===== config.mk =====
export PLATFORM = sky130hd
export DESIGN_NAME = k_fftsched
export DESIGN_NICKNAME = d
export VERILOG_FILES = /design/src/rtl/k_fftsched.sv
export SDC_FILE = /design/constraint.sdc
export NUM_CORES = 1
export LEC_CHECK = 0
export CORE_MARGIN = 4
export CORE_UTILIZATION = 60
export DETAILED_ROUTE_END_ITERATION = 12
export DONT_BUFFER_PORTS = 1
export PLACE_DENSITY = 0.84
export SLEW_MARGIN = 20
export SYNTH_ARGS = -nofsm -noshare
export SYNTH_HDL_FRONTEND = slang
export SYNTH_SLANG_ARGS = --single-unit

===== constraint.sdc =====
create_clock -name clk -period 2.55 [get_ports clk]
set_input_delay 0.51 -clock clk [delete_from_list [all_inputs] [get_ports clk]]
set_output_delay 0.51 -clock clk [all_outputs]
set_load 0.05 [all_outputs]

===== src/rtl/k_fftsched.sv =====
// Stage/butterfly sequencer for an in-place radix-2 DIT FFT sharing one butterfly.
// Optional `K_FFTSCHED_STALL_EN adds a stall input that pauses butterfly issue.
module k_fftsched #(
    parameter int LOG2N    = 4,
    parameter int BFLY_LAT = 1
) (
    input  logic                       clk,
    input  logic                       rst_n,
    input  logic                       start,
    input  logic [1:0]                 scaling_cfg,
`ifdef K_FFTSCHED_STALL_EN
    input  logic                       stall,
`endif
    output logic                       busy,
    output logic                       done,
    output logic                       rd_en,
    output logic [LOG2N-1:0]           rd_addr0,
    output logic [LOG2N-1:0]           rd_addr1,
    output logic [LOG2N-2:0]           tw_addr,
    output logic                       wr_en,
    output logic [LOG2N-1:0]           wr_addr0,
    output logic [LOG2N-1:0]           wr_addr1,
    output logic [1:0]                 scaling,
    output logic [$clog2(LOG2N)-1:0]   stage
);
    localparam int N    = 1 << LOG2N;
    localparam int HALF = N / 2;
    localparam int SW   = $clog2(LOG2N);
    localparam int BW   = LOG2N - 1;
    localparam int CW   = $clog2(BFLY_LAT + 1);

    typedef enum logic [1:0] {IDLE, ISSUE, DRAIN, FIN} state_t;

    state_t             state_q;
    logic [SW-1:0]      s_q;
    logic [BW-1:0]      b_q;
    logic [CW-1:0]      cnt_q;
    logic [1:0]         scal_q;
    logic               busy_q, done_q, rd_en_q;
    logic [LOG2N-1:0]   rd0_q, rd1_q;
    logic [LOG2N-2:0]   tw_q;
    logic [BFLY_LAT-1:0] den_q;
    logic [LOG2N-1:0]   da0_q [BFLY_LAT];
    logic [LOG2N-1:0]   da1_q [BFLY_LAT];

    logic [SW-1:0]      iss_s_d;
    logic [BW-1:0]      iss_b_d;
    logic [LOG2N-1:0]   a0_d, a1_d;
    logic [LOG2N-2:0]   tw_d;
    logic               stall_w;

`ifdef K_FFTSCHED_STALL_EN
    assign stall_w = stall;
`else
    assign stall_w = 1'b0;
`endif

    function automatic logic [LOG2N-1:0] rd0_f(input logic [SW-1:0] s, input logic [BW-1:0] b);
        int si, bi, pos, grp;
        si  = int'(s);
        bi  = int'(b);
        pos = bi & ((1 << si) - 1);
        grp = bi >> si;
        return LOG2N'((grp << (si + 1)) | pos);
    endfunction

    function automatic logic [LOG2N-2:0] tw_f(input logic [SW-1:0] s, input logic [BW-1:0] b);
        int si, pos;
        si  = int'(s);
        pos = int'(b) & ((1 << si) - 1);
        if (si > LOG2N - 1) return '0;
        return (LOG2N-1)'(pos << (LOG2N - 1 - si));
    endfunction

    // Butterfly to be presented in the next cycle: next b in ISSUE, first of the next stage out of DRAIN.
    always_comb begin
        iss_s_d = '0;
        iss_b_d = '0;
        if (state_q == ISSUE) begin
            iss_s_d = s_q;
            iss_b_d = b_q + BW'(1);
        end else if (state_q == DRAIN) begin
            iss_s_d = s_q + SW'(1);
        end
        a0_d = rd0_f(iss_s_d, iss_b_d);
        a1_d = a0_d + LOG2N'(1 << int'(iss_s_d));
        tw_d = tw_f(iss_s_d, iss_b_d);
    end

    always_ff @(posedge clk or negedge rst_n) begin
        if (!rst_n) begin
            state_q <= IDLE;
            s_q     <= '0;
            b_q     <= '0;
            cnt_q   <= '0;
            scal_q  <= '0;
            busy_q  <= 1'b0;
            done_q  <= 1'b0;
            rd_en_q <= 1'b0;
            rd0_q   <= '0;
            rd1_q   <= '0;
            tw_q    <= '0;
            den_q   <= '0;
            for (int i = 0; i < BFLY_LAT; i++) begin
                da0_q[i] <= '0;
                da1_q[i] <= '0;
            end
        end else begin
            // Write side: read strobe and addresses delayed by the butterfly latency.
            den_q[0] <= rd_en_q;
            da0_q[0] <= rd0_q;
            da1_q[0] <= rd1_q;
            for (int i = 1; i < BFLY_LAT; i++) begin
                den_q[i] <= den_q[i-1];
                da0_q[i] <= da0_q[i-1];
                da1_q[i] <= da1_q[i-1];
            end
            done_q <= 1'b0;
            case (state_q)
                IDLE: begin
                    if (start) begin
                        state_q <= ISSUE;
                        scal_q  <= scaling_cfg;
                        s_q     <= '0;
                        b_q     <= '0;
                        busy_q  <= 1'b1;
                        rd_en_q <= 1'b1;
                        rd0_q   <= a0_d;
                        rd1_q   <= a1_d;
                        tw_q    <= tw_d;
                    end
                end
                ISSUE: begin
                    if (stall_w) begin
                        rd_en_q <= 1'b0;
                    end else if (b_q == BW'(HALF - 1)) begin
                        state_q <= DRAIN;
                        cnt_q   <= '0;
                        rd_en_q <= 1'b0;
                    end else begin
                        b_q     <= iss_b_d;
                        rd_en_q <= 1'b1;
                        rd0_q   <= a0_d;
                        rd1_q   <= a1_d;
                        tw_q    <= tw_d;
                    end
                end
                DRAIN: begin
                    // Hold off the next stage until the last write of this one has landed.
                    if (cnt_q == CW'(BFLY_LAT - 1)) begin
                        if (s_q == SW'(LOG2N - 1)) begin
                            state_q <= FIN;
                            done_q  <= 1'b1;
                            busy_q  <= 1'b0;
                        end else begin
                            state_q <= ISSUE;
                            s_q     <= iss_s_d;
                            b_q     <= '0;
                            rd_en_q <= 1'b1;
                            rd0_q   <= a0_d;
                            rd1_q   <= a1_d;
                            tw_q    <= tw_d;
                        end
                    end else begin
                        cnt_q <= cnt_q + CW'(1);
                    end
                end
                default: begin
                    state_q <= IDLE;
                end
            endcase
        end
    end

    assign busy     = busy_q;
    assign done     = done_q;
    assign rd_en    = rd_en_q;
    assign rd_addr0 = rd0_q;
    assign rd_addr1 = rd1_q;
    assign tw_addr  = tw_q;
    assign wr_en    = den_q[BFLY_LAT-1];
    assign wr_addr0 = da0_q[BFLY_LAT-1];
    assign wr_addr1 = da1_q[BFLY_LAT-1];
    assign scaling  = scal_q;
    assign stage    = s_q;

endmodule


==> metrics.txt, run 1 <==
root buf cell=clkbuf_4; most frequent CP cell=ha_1; post-placement cell count=155; initial antenna violation count=0; Initial Util=65.37%; Vias=970; Post-synth top flop=dfrtp_1; RD Place Congestion=0.8220; kind of critical path=flop to flop; Max clock buf depth=2; Netlist cell types=29; CP max-delay cell=dfrtp_1; number of global-route vias before repair=954; EDFF count, synth=0; delay-heaviest family, CP=adder cells; Fmax=0.4415 GHz; layout cells sized above 1=16.18%; Setup crit end=rd_addr1[3]; # port buffers=0; Startpoint Class=flop; status=complete, no violations; setup TNS=0 ns; HPWL Detailed=1.930 mm; setup ws final=0.2850 ns; Synthesized Nets=141; first-pass GRT wire length=4.395 mm; n_diodes=0; FF-to-FF path depth=8; register area share after synthesis=53.83%; CP Depth=8; Crit. End Element=flop; Skew-Pair Late Insertion Delay=0.33 ns; Synth area leader=dfrtp_1; postcts setup bufs=0; worst path arrival time=2.48 ns; Ports=32; final WL=2.682 mm; Post-DRT Antenna Nets=0; H-tree depth=2; Worst slew margin=56.84%; Worst Setup SP=b_q[0]; Critical Path, Cell by Cell=ha_1 -> ha_1 -> nand3_1 -> a21oi_1 -> ha_1 -> a21oi_1 -> xnor2_1 -> mux2_2; Post-synth top cells=dfrtp_1, a21oi_1, nor2_1; Final setup violation count=0; Mapped Area=1488 sq um; ratio of final minimum period to clock period=88.82%; GRT Total Usage=17.25%; clock-pin transition on the worst setup and hold timing paths=0.09 ns; r2r setup slk=0.29 ns; Final Hold Vio Count=0; die area=3340 sq um; pre-CTS WS=0.3040 ns; Critical R2R Launch=b_q[0]; largest net degree at the start of global routing=33; synthesized area per cell=11.53 sq um; core area=2276 sq um; RSZ-0062 raised after global routing=false; Area Growth Syn to Fin=8.327%; Mapped Cells=129; ys async rst share=100.0%; CP max stage delay=0.48 ns; worst path bufs/invs=0; Initial DRC Count=15; Final Skew=0.004148 ns; worst-path maximum fanout=8; Worst EP required=2.77 ns; Worst-Margin Slew=0.6474 ns; GRT overflow=0; Post-Layout Cell Count=164; Pre-antenna DRT Iters=4; Yosys top cell area share=53.83%; reg2reg end=rd_addr1[3]; worst hold path type=primary input to flop; max_cap viols=0; ranking of synthesized cells by area=dfrtp_1, mux2_2, ha_1; Die Span X=57.80 microns; Synth Register Bits=32; nets@finish=148; Fillers=166; Inserted Clock Buffers=5; Final Util=70.81%; Yosys Warn Count=0; Site Rows=17; # clock sinks=32; TritonCTS clock tree=done; WL per Instance=16.35 microns; Slew Limit Fails=0; count leader, synth=dfrtp_1; DR vias/cell=5.915; Die Ht=57.80 microns; residual DRC count=0; Final min period=2.265 ns
-- worst min path at each step --
stage	slack [ns]	depth (start not counted)	startpoint	endpoint
floorplan	0.21	0	rst_n	b_q[0]
global placement	0.22	0	rst_n	wr_en
detailed placement	0.22	0	rst_n	rd_addr0[3]
CTS	0.33	1	scaling_cfg[0]	scaling[0]
global route	0.32	1	scaling_cfg[0]	scaling[0]
finish	0.33	1	scaling_cfg[0]	scaling[0]
-- state kept, by name, indices dropped and copies added (netlist names) --
name	flops
state_q	2
busy	1
wr_en	1
b_q	3
wr_addr0	4
rd_addr1	4
done	1
stage	2
rd_addr0	4
tw_addr	3
wr_addr1	4
rd_en	1
scaling	2
-- routing by layer --
layer / GRT usage (%) / wire (microns) / vias to the layer above
li1: - / - / 464
met1: 21.33 / 1206 / 469
met2: 27.10 / 1244 / 30
met3: 5.345 / 180 / 7
met4: 8.940 / 50 / 0
met5: 0 / 0 / -
-- final cells by class --
cell class	count	area, sq um	share of cell area [%]
clock buffer	7	65.06	4.037
tap	28	35.03	2.174
timing repair buffer	7	67.56	4.193
sequential	32	800.8	49.69
inverter	8	30.03	1.863
multi-input combinational	82	613.1	38.04
-- repair_timing --
| action | CTS | global route |
|---|---|---|
| resized for setup | 0 | 0 |
| hold buffers | 2 | 0 |
| hold endpoints to repair | 32 | 0 |
| setup endpoints to repair | 0 | 0 |
-- cells by family after synthesis --
group                      synth area share, %
and+or+nand+nor                          8.999
DFF                                      53.83
xor gates and xnor gates                 1.178
AOI/OAI and AO/OA                        12.79
adders and majority gates                6.392
buffers and inverters                    4.962
muxes                                    11.86
-- per-stage QoR --
stage / instance area [sq um] / hold slack [ns]
6_report: 1612 / 0.3303
5_1_grt: 1612 / 0.3152
4_1_cts: 1612 / 0.3267
3_5_place_dp: 1516 / 0.2151
3_3_place_gp: 1516 / 0.2152
2_1_floorplan: 1488 / 0.2144
-- placed cells by master, fill, tap and decap left out --
cell / instances
a211oi_1: 1
a21o_1: 4
a21oi_1: 13
a22o_1: 3
buf_12: 1
buf_4: 5
clkbuf_4: 5
clkbuf_8: 2
dfrtp_1: 32
dlygate4sd3_1: 1
fa_1: 1
ha_1: 6
inv_1: 8
mux2_1: 5
mux2_2: 8
mux2i_1: 3
nand2_1: 4
nand2b_1: 4
nand3_1: 1
nor2_1: 11
nor2b_1: 1
nor3_1: 5
nor3b_1: 1
nor4b_1: 1
o21ai_0: 4
o22a_1: 1
o22ai_1: 1
o32a_1: 1
o32ai_2: 1
xnor2_1: 2
Power of run 1 is not shown: default switching activity piles up to over one toggle a cycle in this logic, so the estimate is an artifact.
==> inputs of run 2 (changes only) <==
- CORE_MARGIN: 4 -> default
==> metrics.txt, run 2 (synthesis gave the netlist of run 1 again) <==
Resized Gates After CTS=0 (unchanged); setup TNS=0 ns (unchanged); Die Span X=51.80 microns (-10%); Max clock buf depth=2 (unchanged); postcts setup bufs=0 (unchanged); status=complete, no violations; most frequent CP cell=ha_1; worst path arrival time=2.50 ns (+0.02 ns); Startpoint Class=flop; Pre-antenna DRT Iters=5 (+1); final WL=2.535 mm (-5.5%); worst-path maximum fanout=8 (unchanged); nets@finish=147 (-0.68%); Final Hold Vio Count=0 (unchanged); Vias=965 (-0.52%); Worst slew margin=55.98% (-0.86 points); HPWL Detailed=1.785 mm (-7.5%); first-pass GRT wire length=4.347 mm (-1.1%); ratio of final minimum period to clock period=89.70% (+0.88 points); Die Ht=51.80 microns (-10%); worst hold path type=primary input to flop; Initial DRC Count=22 (+7); core area=2276 sq um (unchanged); commonest cells after routing, fill and taps aside=dfrtp_1, a21oi_1, nor2_1; H-tree depth=2 (unchanged); Critical Path, Cell by Cell=ha_1 -> ha_1 -> nand3_1 -> a21oi_1 -> ha_1 -> a21oi_1 -> xnor2_1 -> mux2_2; WL per Instance=15.46 microns (-5.5%); CP max-delay cell=dfrtp_1; Inserted Clock Buffers=5 (unchanged); commonest non-fill, non-tap cell in the layout=dfrtp_1; Final min period=2.287 ns (+0.02246 ns); RSZ-0062 raised after global routing=false; n_diodes=0 (unchanged); residual DRC count=0 (unchanged); Ports=32 (unchanged); clock-pin transition on the worst setup and hold timing paths=0.09 ns (about the same); Crit. End Element=flop; die area=2683 sq um (-20%); GRT overflow=0 (unchanged); number of global-route vias before repair=964 (+1.0%); max_cap viols=0 (unchanged); Worst-Margin Slew=0.6604 ns (+0.01297 ns); # clock sinks=32 (unchanged); TritonCTS clock tree=done; Fmax=0.4372 GHz (-0.98%); Area Growth Syn to Fin=8.579%; Final Skew=0.006039 ns (+0.001891 ns); Initial Util=65.37% (unchanged); RD Place Congestion=0.7728 (-6.0%); GRT Total Usage=22.87% (+5.6 points); DR vias/cell=5.884 (-0.52%); Site Rows=17 (unchanged); # port buffers=0 (unchanged); root buf cell=clkbuf_4; Skew-Pair Late Insertion Delay=0.32 ns (about the same); initial antenna violation count=0 (unchanged); Final setup violation count=0 (unchanged); kind of critical path=flop to flop; layout cells sized above 1=15.44% (-0.74 points); Worst EP required=2.77 ns (about the same); largest net degree at the start of global routing=33 (unchanged); CP max stage delay=0.47 ns (about the same); Slew Limit Fails=0 (unchanged); Post-DRT Antenna Nets=0 (unchanged)
[run 2: cell types whose count changed in the layout (fill, tap and decap cells not counted)]
cell,before,now
clkbuf_8,2,0
buf_4,5,4
bufinv_16,0,1
clkbuf_1,0,1
clkinv_2,0,1
[run 2: path summary, 6_finish.rpt]
check	startpoint	end	depth (start not counted)	slack, ns
hold reg to reg	b_q[1]	b_q[1]	1	0.50
hold / removal	scaling_cfg[0]	scaling[0]	1	0.33
max in group asynchronous	rst_n	done	2	1.75
min in group asynchronous	rst_n	rd_addr0[3]	2	0.64
setup / recovery	b_q[0]	rd_addr1[3]	8	0.26
setup reg to reg	b_q[0]	rd_addr1[3]	8	0.26
[run 2: through the flow]
stage	cells	worst slack [ns]	utilization, %	hold slack [ns]	cell area [sq um]
6_report	164	0.2626	70.97	0.3343	1615
2_1_floorplan	129	0.05739	-	0.2144	1488
3_5_place_dp	154	0.2686	66.30	0.2151	1509
5_1_grt	164	0.1053	70.97	0.3231	1615
4_1_cts	164	0.2458	70.97	0.3270	1615
3_3_place_gp	154	0.3063	66.30	0.2151	1509
[run 2: timing repair]
action | CTS | global route
setup endpoints to repair | 0 | 0
hold buffers | 2 | 0
hold endpoints to repair | 32 | 0
[run 2: area by class of cell]
cell class,count,area [sq um]
Sequential cell,32,800.8
Fill cell,144,660.6
Multi-Input combinational cell,82,613.1
Timing Repair Buffer,6,60.06
Clock buffer,6,41.29
Clock inverter,2,35.03
Tap cell,28,35.03
Inverter,8,30.03
[run 2: worst max-delay path: cells and delay by family (launching register included)]
| family | cells | cell delay [ns] |
|---|---|---|
| adders and majority gates | 3 | 0.89 |
| DFF | 1 | 0.47 |
| AOI/OAI and AO/OA | 2 | 0.41 |
| muxes | 1 | 0.25 |
| and+or+nand+nor | 1 | 0.09 |
| xor gates and xnor gates | 1 | 0.08 |
[run 2: metal layers]
layer	track usage [%]	vias to the layer above	part of all wire [%]
li1	-	462	-
met1	30.87	459	43
met2	33.77	39	49
met3	6.725	5	6.5
met4	10.81	0	1.6
met5	0	-	0
Power of run 2 is left out for the same reason.
==> inputs of run 3 (changes only) <==
==> constraint.sdc (replaced) <==
create_clock -name clk -period 2.55 [get_ports clk]
set_input_delay 0.6375 -clock clk [delete_from_list [all_inputs] [get_ports clk]]
set_output_delay 0.6375 -clock clk [all_outputs]
set_load 0.05 [all_outputs]
==> metrics.txt, run 3 (synthesis gave the netlist of run 1 again) <==
commonest non-fill, non-tap cell in the layout=dfrtp_1; Worst-Margin Slew=0.6602 ns (-0.0001834 ns); status=complete, no violations; Area Growth Syn to Fin=7.906%; Pre-antenna DRT Iters=4 (-1); GRT Total Usage=22.87% (unchanged); Critical R2R Launch=b_q[0]; ratio of final minimum period to clock period=89.81% (+0.10 points); Final Hold Vio Count=0 (unchanged); Initial Util=65.37% (unchanged); Inserted Clock Buffers=5 (unchanged); DR vias/cell=5.969 (+1.4%); reg2reg end=rd_addr1[3]; # clock sinks=32 (unchanged); Worst slew margin=55.99% (about the same); die area=2683 sq um (unchanged); top routing layer in use=met4; Vias=973 (+0.83%); root buf cell=clkbuf_4; Initial DRC Count=24 (+9.1%); max_cap viols=0 (unchanged); initial antenna violation count=0 (unchanged); r2r setup slk=0.26 ns (about the same); Final Skew=0.006208 ns (+0.0001689 ns); RSZ-0062 raised after global routing=false; Ports=32 (unchanged); Worst EP required=2.76 ns (about the same); H-tree depth=2 (unchanged); WL per Instance=15.61 microns (+1.0%); Resized Gates After CTS=0 (unchanged); # port buffers=0 (unchanged); Slew Limit Fails=0 (unchanged); residual DRC count=0 (unchanged); Skew-Pair Late Insertion Delay=0.32 ns (about the same); first-pass GRT wire length=4.340 mm (-0.16%); clock-pin transition on the worst setup and hold timing paths=0.09 ns (about the same); Die Ht=51.80 microns (unchanged); hold_buf cts=1 (-1); Max clock buf depth=2 (unchanged); largest net degree at the start of global routing=33 (unchanged); n_diodes=0 (unchanged); HPWL Detailed=1.785 mm (unchanged); Final min period=2.290 ns (+0.002662 ns); worst path arrival time=2.50 ns (about the same); Site Rows=17 (unchanged); met3 wire length=186 microns (+12%); Crit. End Element=flop; Fmax=0.4367 GHz (-0.12%); TritonCTS clock tree=done; Final setup violation count=0 (unchanged); worst hold path type=primary input to asynchronous set/reset pin; metal2 WL=1.229 mm (-0.97%); setup TNS=0 ns (unchanged); final WL=2.545 mm (+0.39%); Startpoint Class=flop; Die Span X=51.80 microns (unchanged); core area=2276 sq um (unchanged); number of global-route vias before repair=956 (-0.83%); WL met1=1.097 mm (+0.92%); nets@finish=146 (-0.68%); layout cells sized above 1=15.56% (+0.11 points); worst-path maximum fanout=8 (unchanged); Post-DRT Antenna Nets=0 (unchanged); FF-to-FF path depth=8 (unchanged); RD Place Congestion=0.7728 (unchanged); postcts setup bufs=0 (unchanged); kind of critical path=flop to flop; GRT overflow=0 (unchanged); commonest cells after routing, fill and taps aside=dfrtp_1, a21oi_1, nor2_1
[run 3: changes by cell type in the layout (fill, tap and decap cells not counted)]
cell           previous run  this run
dlygate4sd3_1             1         0
[run 3: routing by layer]
metal,vias up,GRT usage [%]
met5,-,0
met4,0,10.81
met3,4,6.725
met2,49,33.55
met1,459,31.07
li1,461,-
[run 3: cell type report]
type,instances,area (sq um)
clock buffer,6,41.29
inverter,8,30.03
multi-input combinational,82,613.1
timing repair buffer,5,50.05
clock inverter,2,35.03
fill,145,670.6
tap,28,35.03
sequential,32,800.8
[run 3: stage by stage]
stage	area, sq um	utilization, %	hold WS [ns]	std cells	setup WS, ns
finish	1605	70.53	0.1314	163	0.2599
CTS	1605	70.53	0.1271	163	0.2458
global route	1605	70.53	0.1189	163	0.1053
floorplan	1488	-	0.3419	129	0.05739
detailed placement	1509	66.30	0.3426	154	0.2686
global placement	1509	66.30	0.3426	154	0.3063
[run 3: how the worst max path moves through the flow]
stage	endpoint	start	slack (ns)	depth (start not counted)
finish	rd_addr1[3]	b_q[0]	0.26	8
global route	rd_addr1[3]	b_q[0]	0.11	8
CTS	rd_addr1[3]	b_q[0]	0.25	8
detailed placement	rd_addr1[3]	b_q[0]	0.27	8
global placement	rd_addr1[3]	b_q[0]	0.31	8
floorplan	rd_addr1[3]	stage[0]	0.06	9
[run 3: worst max-delay path, cell delays in order (launching register included)]
cell     delay (ns)
dfrtp_1        0.47
ha_1           0.24
ha_1           0.35
nand3_1        0.09
a21oi_1        0.22
ha_1           0.30
a21oi_1        0.19
xnor2_1        0.08
mux2_2         0.25
Power of run 3 is left out for the same reason.
